[src/rtl/wishbone_reg_responder_pkg.sv]
// Shared register map, FSM encodings and decode helper for the Wishbone register responder.
package wishbone_reg_responder_pkg;

  localparam logic [2:0] REG_CTRL      = 3'd0;
  localparam logic [2:0] REG_CMD       = 3'd1;
  localparam logic [2:0] REG_STATUS    = 3'd2;
  localparam logic [2:0] REG_IRQ_FLAGS = 3'd3;
  localparam logic [2:0] REG_IRQ_MASK  = 3'd4;
  localparam logic [2:0] REG_SCRATCH   = 3'd5;

  typedef enum logic [1:0] {
    ST_IDLE,
    ST_WAIT,
    ST_RESP,
    ST_HOLD
  } state_t;

  typedef enum logic [1:0] {
    RSP_NONE,
    RSP_ACK,
    RSP_ERR,
    RSP_RTY
  } resp_t;

  // Indices 6 and 7 have no register behind them.
  function automatic logic idx_mapped(input logic [2:0] idx);
    return idx <= REG_SCRATCH;
  endfunction

endpackage

[src/rtl/wishbone_reg_responder_irq_flag_bank.sv]
// Eight sticky write-one-to-clear interrupt flags with an enable mask and a registered IRQ line.
module irq_flag_bank (
  input  logic       clk,
  input  logic       rst,
  input  logic [7:0] set,
  input  logic [7:0] clr,
  input  logic       mask_we,
  input  logic [7:0] mask_din,
  output logic [7:0] flags,
  output logic [7:0] mask,
  output logic       irq
);

  logic [7:0] flags_reg;
  logic [7:0] flags_next;
  logic [7:0] mask_reg;
  logic       irq_reg;

  // A set pulse in the same cycle as a clear keeps the flag asserted.
  generate
    for (genvar gi = 0; gi < 8; gi++) begin : g_flag
      assign flags_next[gi] = (flags_reg[gi] & ~clr[gi]) | set[gi];
    end
  endgenerate

  always_ff @(posedge clk) begin
    if (rst) begin
      flags_reg <= 8'h00;
      mask_reg  <= 8'h00;
      irq_reg   <= 1'b0;
    end else begin
      flags_reg <= flags_next;
      if (mask_we) begin
        mask_reg <= mask_din;
      end
      irq_reg <= |(flags_reg & mask_reg);
    end
  end

  assign flags = flags_reg;
  assign mask  = mask_reg;
  assign irq   = irq_reg;

endmodule

[src/rtl/wishbone_reg_responder.sv]
// Wishbone target exposing an 8-bit register bank (control, command, status, IRQ, scratch)
// with a programmable response delay and ack/err/rty termination.
module wishbone_reg_responder
  import wishbone_reg_responder_pkg::*;
#(
  parameter int dwidth    = 32,
  parameter int awidth    = 32,
  parameter int ACK_DELAY = 1
) (
  input  logic                  clk,
  input  logic                  rst,
  input  logic [awidth-1:0]     adr,
  input  logic [dwidth-1:0]     din,
  output logic [dwidth-1:0]     dout_out,
  input  logic                  cyc,
  input  logic                  stb,
  input  logic                  we,
  input  logic [dwidth/8-1:0]   sel,
  output logic                  ack_out,
  output logic                  err_out,
  output logic                  rty_out,
  output logic [7:0]            ctrl_out,
  output logic                  cmd_pulse_out,
  output logic [7:0]            cmd_data_out,
  input  logic [7:0]            status_in,
  input  logic                  busy_in,
  input  logic [7:0]            irq_set_in,
  output logic                  irq_out
);

  localparam logic [3:0] DELAY_M1 = 4'(ACK_DELAY - 1);

  state_t            state_reg, state_next;
  logic [3:0]        cnt_reg, cnt_next;
  logic [awidth-1:0] adr_reg;
  logic [7:0]        wdata_reg;
  logic              we_reg;
  logic              sel0_reg;

  logic              ack_reg, err_reg, rty_reg;
  logic              cmd_pulse_reg;
  logic [7:0]        cmd_data_reg;
  logic [7:0]        ctrl_reg;
  logic [7:0]        scratch_reg;
  logic [7:0]        dout_reg;

  logic              req;
  logic              wait_done;
  logic [2:0]        idx;
  logic              dec_err;
  resp_t             resp_next;
  logic              wr_en;
  logic              rd_en;
  logic [7:0]        rdata;
  logic [7:0]        irq_clr;
  logic [7:0]        irq_flags;
  logic [7:0]        irq_mask;
  logic              irq_line;

  assign req       = cyc & stb;
  assign wait_done = (cnt_reg == DELAY_M1);
  assign idx       = adr_reg[2:0];
  assign dec_err   = (adr_reg[awidth-1:3] != '0) || !idx_mapped(idx);

  always_ff @(posedge clk) begin
    if (rst) begin
      state_reg <= ST_IDLE;
      cnt_reg   <= 4'd0;
    end else begin
      state_reg <= state_next;
      cnt_reg   <= cnt_next;
    end
  end

  always_comb begin
    state_next = state_reg;
    cnt_next   = cnt_reg;
    unique case (state_reg)
      ST_IDLE: begin
        if (req) begin
          state_next = ST_WAIT;
          cnt_next   = 4'd0;
        end
      end
      ST_WAIT: begin
        if (!req) begin
          state_next = ST_IDLE;
        end else if (wait_done) begin
          state_next = ST_RESP;
        end else begin
          cnt_next = cnt_reg + 4'd1;
        end
      end
      ST_RESP: state_next = ST_HOLD;
      // Stay here while the controller keeps stb up past the strobe so it cannot re-trigger.
      ST_HOLD: begin
        if (!req) begin
          state_next = ST_IDLE;
        end
      end
      default: state_next = ST_IDLE;
    endcase
  end

  always_comb begin
    resp_next = RSP_NONE;
    if (state_reg == ST_WAIT && req && wait_done) begin
      if (dec_err) begin
        resp_next = RSP_ERR;
      end else if (we_reg && idx == REG_CMD && busy_in) begin
        resp_next = RSP_RTY;
      end else begin
        resp_next = RSP_ACK;
      end
    end
    wr_en = (resp_next == RSP_ACK) && we_reg && sel0_reg;
    rd_en = (resp_next == RSP_ACK) && !we_reg;
  end

  always_comb begin
    rdata = 8'h00;
    case (idx)
      REG_CTRL:      rdata = ctrl_reg;
      REG_STATUS:    rdata = status_in;
      REG_IRQ_FLAGS: rdata = irq_flags;
      REG_IRQ_MASK:  rdata = irq_mask;
      REG_SCRATCH:   rdata = scratch_reg;
      default:       rdata = 8'h00;
    endcase
  end

  always_ff @(posedge clk) begin
    if (rst) begin
      adr_reg   <= '0;
      wdata_reg <= 8'h00;
      we_reg    <= 1'b0;
      sel0_reg  <= 1'b0;
    end else if (state_reg == ST_IDLE && req) begin
      adr_reg   <= adr;
      wdata_reg <= din[7:0];
      we_reg    <= we;
      sel0_reg  <= sel[0];
    end
  end

  always_ff @(posedge clk) begin
    if (rst) begin
      ack_reg       <= 1'b0;
      err_reg       <= 1'b0;
      rty_reg       <= 1'b0;
      cmd_pulse_reg <= 1'b0;
      cmd_data_reg  <= 8'h00;
      ctrl_reg      <= 8'h00;
      scratch_reg   <= 8'h00;
      dout_reg      <= 8'h00;
    end else begin
      ack_reg       <= (resp_next == RSP_ACK);
      err_reg       <= (resp_next == RSP_ERR);
      rty_reg       <= (resp_next == RSP_RTY);
      cmd_pulse_reg <= wr_en && (idx == REG_CMD);
      if (wr_en && idx == REG_CTRL) begin
        ctrl_reg <= wdata_reg;
      end
      if (wr_en && idx == REG_CMD) begin
        cmd_data_reg <= wdata_reg;
      end
      if (wr_en && idx == REG_SCRATCH) begin
        scratch_reg <= wdata_reg;
      end
      if (rd_en) begin
        dout_reg <= rdata;
      end
    end
  end

  assign irq_clr = (wr_en && idx == REG_IRQ_FLAGS) ? wdata_reg : 8'h00;

  irq_flag_bank u_irq (
    .clk      (clk),
    .rst      (rst),
    .set      (irq_set_in),
    .clr      (irq_clr),
    .mask_we  (wr_en && idx == REG_IRQ_MASK),
    .mask_din (wdata_reg),
    .flags    (irq_flags),
    .mask     (irq_mask),
    .irq      (irq_line)
  );

  assign dout_out      = {{(dwidth-8){1'b0}}, dout_reg};
  assign ack_out       = ack_reg;
  assign err_out       = err_reg;
  assign rty_out       = rty_reg;
  assign ctrl_out      = ctrl_reg;
  assign cmd_pulse_out = cmd_pulse_reg;
  assign cmd_data_out  = cmd_data_reg;
  assign irq_out       = irq_line;

  // Only the low data byte and sel[0] carry meaning on this bus.
  logic unused_bits;
  assign unused_bits = &{1'b0, din[dwidth-1:8], sel};

endmodule

[config.mk]
export PLATFORM = sky130hd
export DESIGN_NAME = wishbone_reg_responder
export DESIGN_NICKNAME = d
export VERILOG_FILES = /design/src/rtl/wishbone_reg_responder_pkg.sv /design/src/rtl/wishbone_reg_responder_irq_flag_bank.sv /design/src/rtl/wishbone_reg_responder.sv
export SDC_FILE = /design/constraint.sdc
export NUM_CORES = 1
export LEC_CHECK = 0
export CAP_MARGIN = 20
export CORE_MARGIN = 2
export CORE_UTILIZATION = 30
export CTS_CLUSTER_DIAMETER = 200
export DETAILED_ROUTE_END_ITERATION = 8
export PLACE_DENSITY_LB_ADDON = 0.25
export SETUP_SLACK_MARGIN = 0.02
export SLEW_MARGIN = 20
export SYNTH_ARGS = -nofsm -noshare
export SYNTH_HDL_FRONTEND = slang
export SYNTH_SLANG_ARGS = --single-unit
export TNS_END_PERCENT = 1
[constraint.sdc]
create_clock -name clk -period 2.3 [get_ports clk]
set_input_delay 0.575 -clock clk [delete_from_list [all_inputs] [get_ports clk]]
set_output_delay 0.575 -clock clk [all_outputs]
set_load 0.05 [all_outputs]
Word-level counts from Yosys, hierarchy flattened
Cells that the tools add are included.
W data, S select, Z words.
- $add $sub $neg: 1
- magnitude comparators: 1
- equal/unequal tests: 16
- multiplexer cells: 14
- bitwise operators: 26
- reduce and logical (&&, ||, !) cells: 24
- operator list (cell ; count):
    $pmux W8 S5 ; 1
    $reduce_bool A29 Y1 ; 1
    $mux W2 ; 7
    $logic_and A1 B1 Y1 ; 13
    $mux W4 ; 3
    $and A1 B1 Y1 ; 9
    $and A8 B8 Y8 ; 1
    $eq A2 B2 Y1 const B ; 4
    $mux W8 ; 1
    $ne A2 B2 Y1 const B ; 4
    $not A1 Y1 ; 8
    $or A1 B1 Y1 ; 8
    $pmux W2 S4 ; 1
    $pmux W4 S2 ; 1
    $reduce_or A8 Y1 ; 1
    $eq A3 B2 Y1 const B ; 2
    $eq A3 B3 Y1 const B ; 2
    $add A4 B1 Y4 const B ; 1
    $eq A2 B1 Y1 const B ; 2
    $logic_not A4 Y1 ; 1
    $reduce_and A4 Y1 ; 1
    $eq A3 B1 Y1 const B ; 1
    $le A3 B3 Y1 const B ; 1
    $logic_not A3 Y1 ; 1
    6 further kinds ; 7
- flip-flop bits (word level): 101
- bits of input ports: 90
- output and inout bits: 53

Depth between registers and ports, before layout
- depth after elaboration: 14
- gate-level depth with buffers: 7
- gate-level depth less buffers: 6

By module
From an unflattened synthesis, not the netlist that was laid out.
- cells, all modules: 524
- area, all modules: 4443.0 um2
- modules (own cells, without submodules) (module ; times used ; cells each ; area each (um2) ; seq. area each (um2)):
    wishbone_reg_responder ; 1 ; 459 ; 3796.1 ; 1681.6
    irq_flag_bank ; 1 ; 65 ; 646.9 ; 340.3

Least setup slack after synthesis
No wires, ideal clock.
- kind: in2reg
- start: input port busy_in
- end: register cmd_data_reg[0], in the netlist cmd_data_out[0]
- arrival: 1.740 ns
- required time: 2.228 ns
- slack: 0.488 ns
- stages: 5
- buffers on the path: 1
- cells stage by stage: and3_4 a211oi_4 and4_1 buf_6 mux2i_1
- word-level cells in the longest chain between the ends: 8
- ends and longest elaborated chain (what ; line ; RTL):
    start, declared ; wishbone_reg_responder.sv:26 ; input logic busy_in,
    $logic_and A1 B1 Y1 ; wishbone_reg_responder.sv:110 ; end else if (we_reg && idx == REG_CMD && busy_in) begin
    $mux W2 ; wishbone_reg_responder.sv:110 ;
    $mux W2 ; wishbone_reg_responder.sv:108 ; if (dec_err) begin
    $mux W2 ; wishbone_reg_responder.sv:107 ; if (state_reg == ST_WAIT && req && wait_done) begin
    $eq A2 B1 Y1 ; wishbone_reg_responder.sv:116 ; wr_en = (resp_next == RSP_ACK) && we_reg && sel0_reg;
    $logic_and A1 B1 Y1 (2 in a row) ; wishbone_reg_responder.sv:116 ;
    $logic_and A1 B1 Y1 ; wishbone_reg_responder.sv:164 ; if (wr_en && idx == REG_CMD) begin
    end signal, assigned ; wishbone_reg_responder.sv:165 ; cmd_data_reg <= wdata_reg;
    end, declared ; wishbone_reg_responder.sv:42 ; logic [7:0] cmd_data_reg;
Every way passes these cells.
A chain may end at the register's enable or synchronous reset.

Worst setup path in the final report
- start: register ctrl_reg[4], in the netlist ctrl_out[4]
- end: output port ctrl_out[4]
- RTL lines (what ; line ; RTL):
    start, declared ; wishbone_reg_responder.sv:43 ; logic [7:0] ctrl_reg;
    start signal, assigned ; wishbone_reg_responder.sv:162 ; ctrl_reg <= wdata_reg;
    end, declared ; wishbone_reg_responder.sv:22 ; output logic [7:0] ctrl_out,
No word-level cell between the ends.

==> results <==
- Across the run, the number of max-cap violations was 0.
- The required time reported for the critical path endpoint is 1.73 ns.
- The HPWL after detailed placement is 7990 um.
- The largest incremental delay on the critical path is 0.83 ns.
- The mux cell area share after synthesis is 10.5%.
- The most common flop cell mapped by yosys is dfxtp_1.
- After Yosys synthesis, and, or, nand and nor cells account for 23.6% of the synthesized area.
- Clock-pin slew was measured on the worst setup and hold paths at 0.06 ns.
- The number of H-tree branching levels is 3.
- After detailed routing, the number of remaining DRC violations is 0.
- The endpoint class of the critical path is a primary output.
- The share of synthesized registers carrying an async set or reset is 0%.
- The part of the total power dissipated in sequential elements is 45.4%.
- The path type of the worst setup path is reg -> out.
- Of the total power, combinational logic draws 12.1%.
- The main combinational cell family by area after synthesis is simple AND/OR/NAND/NOR gates.
- The die is 128 um wide.
- The clock network accounts for 42.6% of the total power.
- The number of placed instances with taps included is 769.
- On the final layout, the worst hold slack is 0.457 ns.
- In this run, distinct cell masters in the synthesized netlist total 42.
- Sequential elements use 44.0% of the synthesized area.
- The synthesized instance count is 509.
- The xor-xnor portion of the synthesized cell area is 0.191%.
- In the layout the commonest cells are dfxtp_1, clkdlybuf4s50_1, nand2_1.
- The worst setup path is launched from a flop.
- 0 antenna diodes ended up in the layout.
- Among cell families on the critical path, the largest total delay comes from buffers and inverters.
- The total area inside the core boundary comes to 15100 um^2.
- The startpoint of the worst hold path is adr_reg[5].
- The compound-cell area share of the yosys netlist is 12.7%.
- The total number of clock tree sinks is 101.
- The power density relative to cell area is 677 nW/um^2.
- Derived from the worst setup path, the maximum achievable clock frequency is 0.465 GHz.
- The flip-flop count of the largest register after layout is 32.
- Counting flops with a built-in enable in the synthesized netlist gives 0.
- The global routing usage summed across all routing layers is 14.0%.
- The critical path starts at ctrl_out[4].
- The power spent charging and discharging nets is 0.000991 W.
- The number of global-route vias before repair is 3589.
- The setup TNS is 0 ns.
- Net switching is 24.4% of the power.
- The pin count of the biggest net entering global routing is 84.
- The final layout contains 684 nets.
- The via count normalized by instance count is 4.69.
- The starting density of the core is 30.5%.
- The synthesized design contains 101 register bits.
- The number of gates given a new drive strength after cts is 0.
- The number of buffers on the longest clock path is 2.
- After floorplanning, the core was divided into 45 placement rows.
- 143 I/O pins were placed.
- The flow ran to the end, and the final reports show no timing, DRC or antenna violations.
- The cell area after placement is 5660 um^2.
- The total buffers and inverters traversed by the critical path is 1.
- The reg-to-reg critical path startpoint is adr_reg[22].
- The first global-routing pass estimated 18000 um of wire.
- In the finished design, the share of the clock period the worst path needs comes to 93.4%.
- The CTS buffer count is 9.
- The internal power of the cells is 0.00307 W.
- The area of the mapped netlist is 4600 um^2.
- The remaining number of nets flagged by the antenna check after routing is 0.
- Headroom to the max-slew limit came out at 65.3%.
- The post-CTS setup-driven buffer insertion count is 0.
- A synthesized cell averages 9.03 um^2.
- The count of synthesis-stage warnings from yosys is 0.
- The synthesized netlist devotes 0.545% of its cell area to adder and majority cells.
- The final max-slew violation count is 0.
- The largest fanout on the critical path is 3.
- The leakage power is 2.29 nW.
- The slowest stage of the critical path belongs to the cell clkdlybuf4s50_1.
- The final setup violation count is 0.
- The CTS tree is yes.
- The total power of the final layout is 0.00406 W.
- On the final layout, the worst clock skew is 0.00768 ns.
- Leaving out fill and tap cells, the most frequent cell in the layout is dfxtp_1.
- The routed wire length is 11100 um.
- The initial antenna violation count is 0.
- The finished cells cover 6000 um^2.
- The insertion delay to the later sink of the worst-skew pair is 0.35 ns.
- Setup repair after global routing left no endpoint under its margin.
- The signal on the critical path passes through clkdlybuf4s50_1.
- The first detailed-routing pass took 4 iterations.
- Excluding fillers, the count of instances in the completed layout stands at 785.
- The die area is 16300 um^2.
- The measured slew at the worst slew-check pin is 0.519 ns.
- The clock root buffer is clkbuf_16.
- The worst-case IR drop observed on VDD is 0.341 mV.
- The clock period could shrink to 2.15 ns.
- Data on the critical path arrives at its endpoint at 1.57 ns.
- The floorplan step set the die height to 128 um.
- The detailed router placed 3679 vias in this run.
- The number of fill cells is 1528.
- The congestion estimate from routability-driven global placement came to 0.779.
- Of the cells placed in the final design, the portion with a size suffix greater than 1 is 8.88%.
- The path class of the tightest hold or removal check is reg -> reg.
- Buffers placed on the I/O ports in this run total 91.
- The DRC violation total after the first TritonRoute iteration is 207.
- The hold violation count in the final report was 0.
- The total overflow left after global routing is 0.
- The number of buffers inserted for hold repair after clock tree synthesis is 0.
- After detailed routing, the average wire length per cell comes to 14.2 um.
- The area growth from synthesis to final layout is 30.5%.
area by class of cell:
class	count	area, um^2	area share [%]
multi-input combinational	361	2270	37.9
sequential	101	2020	33.7
timing repair buffer	108	1080	18.1
tap	188	235	3.92
clock buffer	10	229	3.82
clock inverter	6	111	1.86
inverter	11	41.3	0.689
logic make-up (layout without fill, tap and decap cells):
kind of cell / Yosys count / count (layout)
AND/OR/NAND/NOR: 195 / 195
flip-flops: 101 / 101
AO/OA/AOI/OAI: 91 / 91
buffers and inverters: 70 / 135
multiplexers: 48 / 48
adder cells (fa/ha/maj): 2 / 2
other: 1 / 24
XOR/XNOR: 1 / 1
per-layer routing:
layer  global-route usage (%)  share of wire, %  up-vias
li1                         -                 -     1867
met1                     18.5                48     1710
met2                     21.9                45       91
met3                     3.96               5.3       11
met4                     5.24               1.8        0
met5                        0                 0        -
power groups by stage:
stage	combinational, W	sequential (W)	clock [W]
2_1_floorplan	0.000353	0.00187	0
6_report	0.000491	0.00184	0.00173
4_1_cts	0.000495	0.00184	0.00178
3_3_place_gp	0.000487	0.00188	0
3_5_place_dp	0.000494	0.00188	0
5_1_grt	0.000534	0.00185	0.00185
through the flow:
step / utilization, % / worst slack, ns
after detailed placement: 37.5 / -0.0327
after CTS: 39.7 / 0.128
after global placement: 37.5 / 0.00131
after global routing: 39.7 / 0.104
after floorplan: - / 0.488
final: 39.7 / 0.151
worst paths after layout:
path	slack, ns	end	depth (start not counted)
worst max register to register	0.37	u_irq.flags[1]	4
worst min-delay path	0.46	adr_reg[5]	2
worst max-delay path	0.15	ctrl_out[4]	1
worst min register to register	0.46	adr_reg[5]	2
cells in the mapped netlist, types with 3 or more instances:
cell | count | area share, %
nand2b_1 | 48 | 6.5
nand4_4 | 3 | 1.4
a311oi_1 | 8 | 1.5
inv_1 | 11 | 0.90
a22oi_1 | 12 | 2.0
or2_2 | 9 | 1.2
nand2_1 | 88 | 7.2
buf_4 | 25 | 4.1
nor3_1 | 4 | 0.44
nor4_1 | 7 | 0.95
and4_1 | 7 | 1.3
dfxtp_1 | 101 | 44
buf_6 | 3 | 0.74
a221o_1 | 8 | 1.7
nor2_1 | 12 | 0.98
a21oi_1 | 55 | 6.0
clkbuf_1 | 24 | 2.0
buf_2 | 7 | 0.76
mux2i_1 | 48 | 10
o21ai_0 | 3 | 0.33
worst register-to-register path: stages, from the launching register on:
cell	delay (ns)
dfxtp_1	0.31
nor4_1	0.30
and4_1	0.55
and4_1	0.49
a311oi_1	0.15
Power figures use the tool's default switching activity.
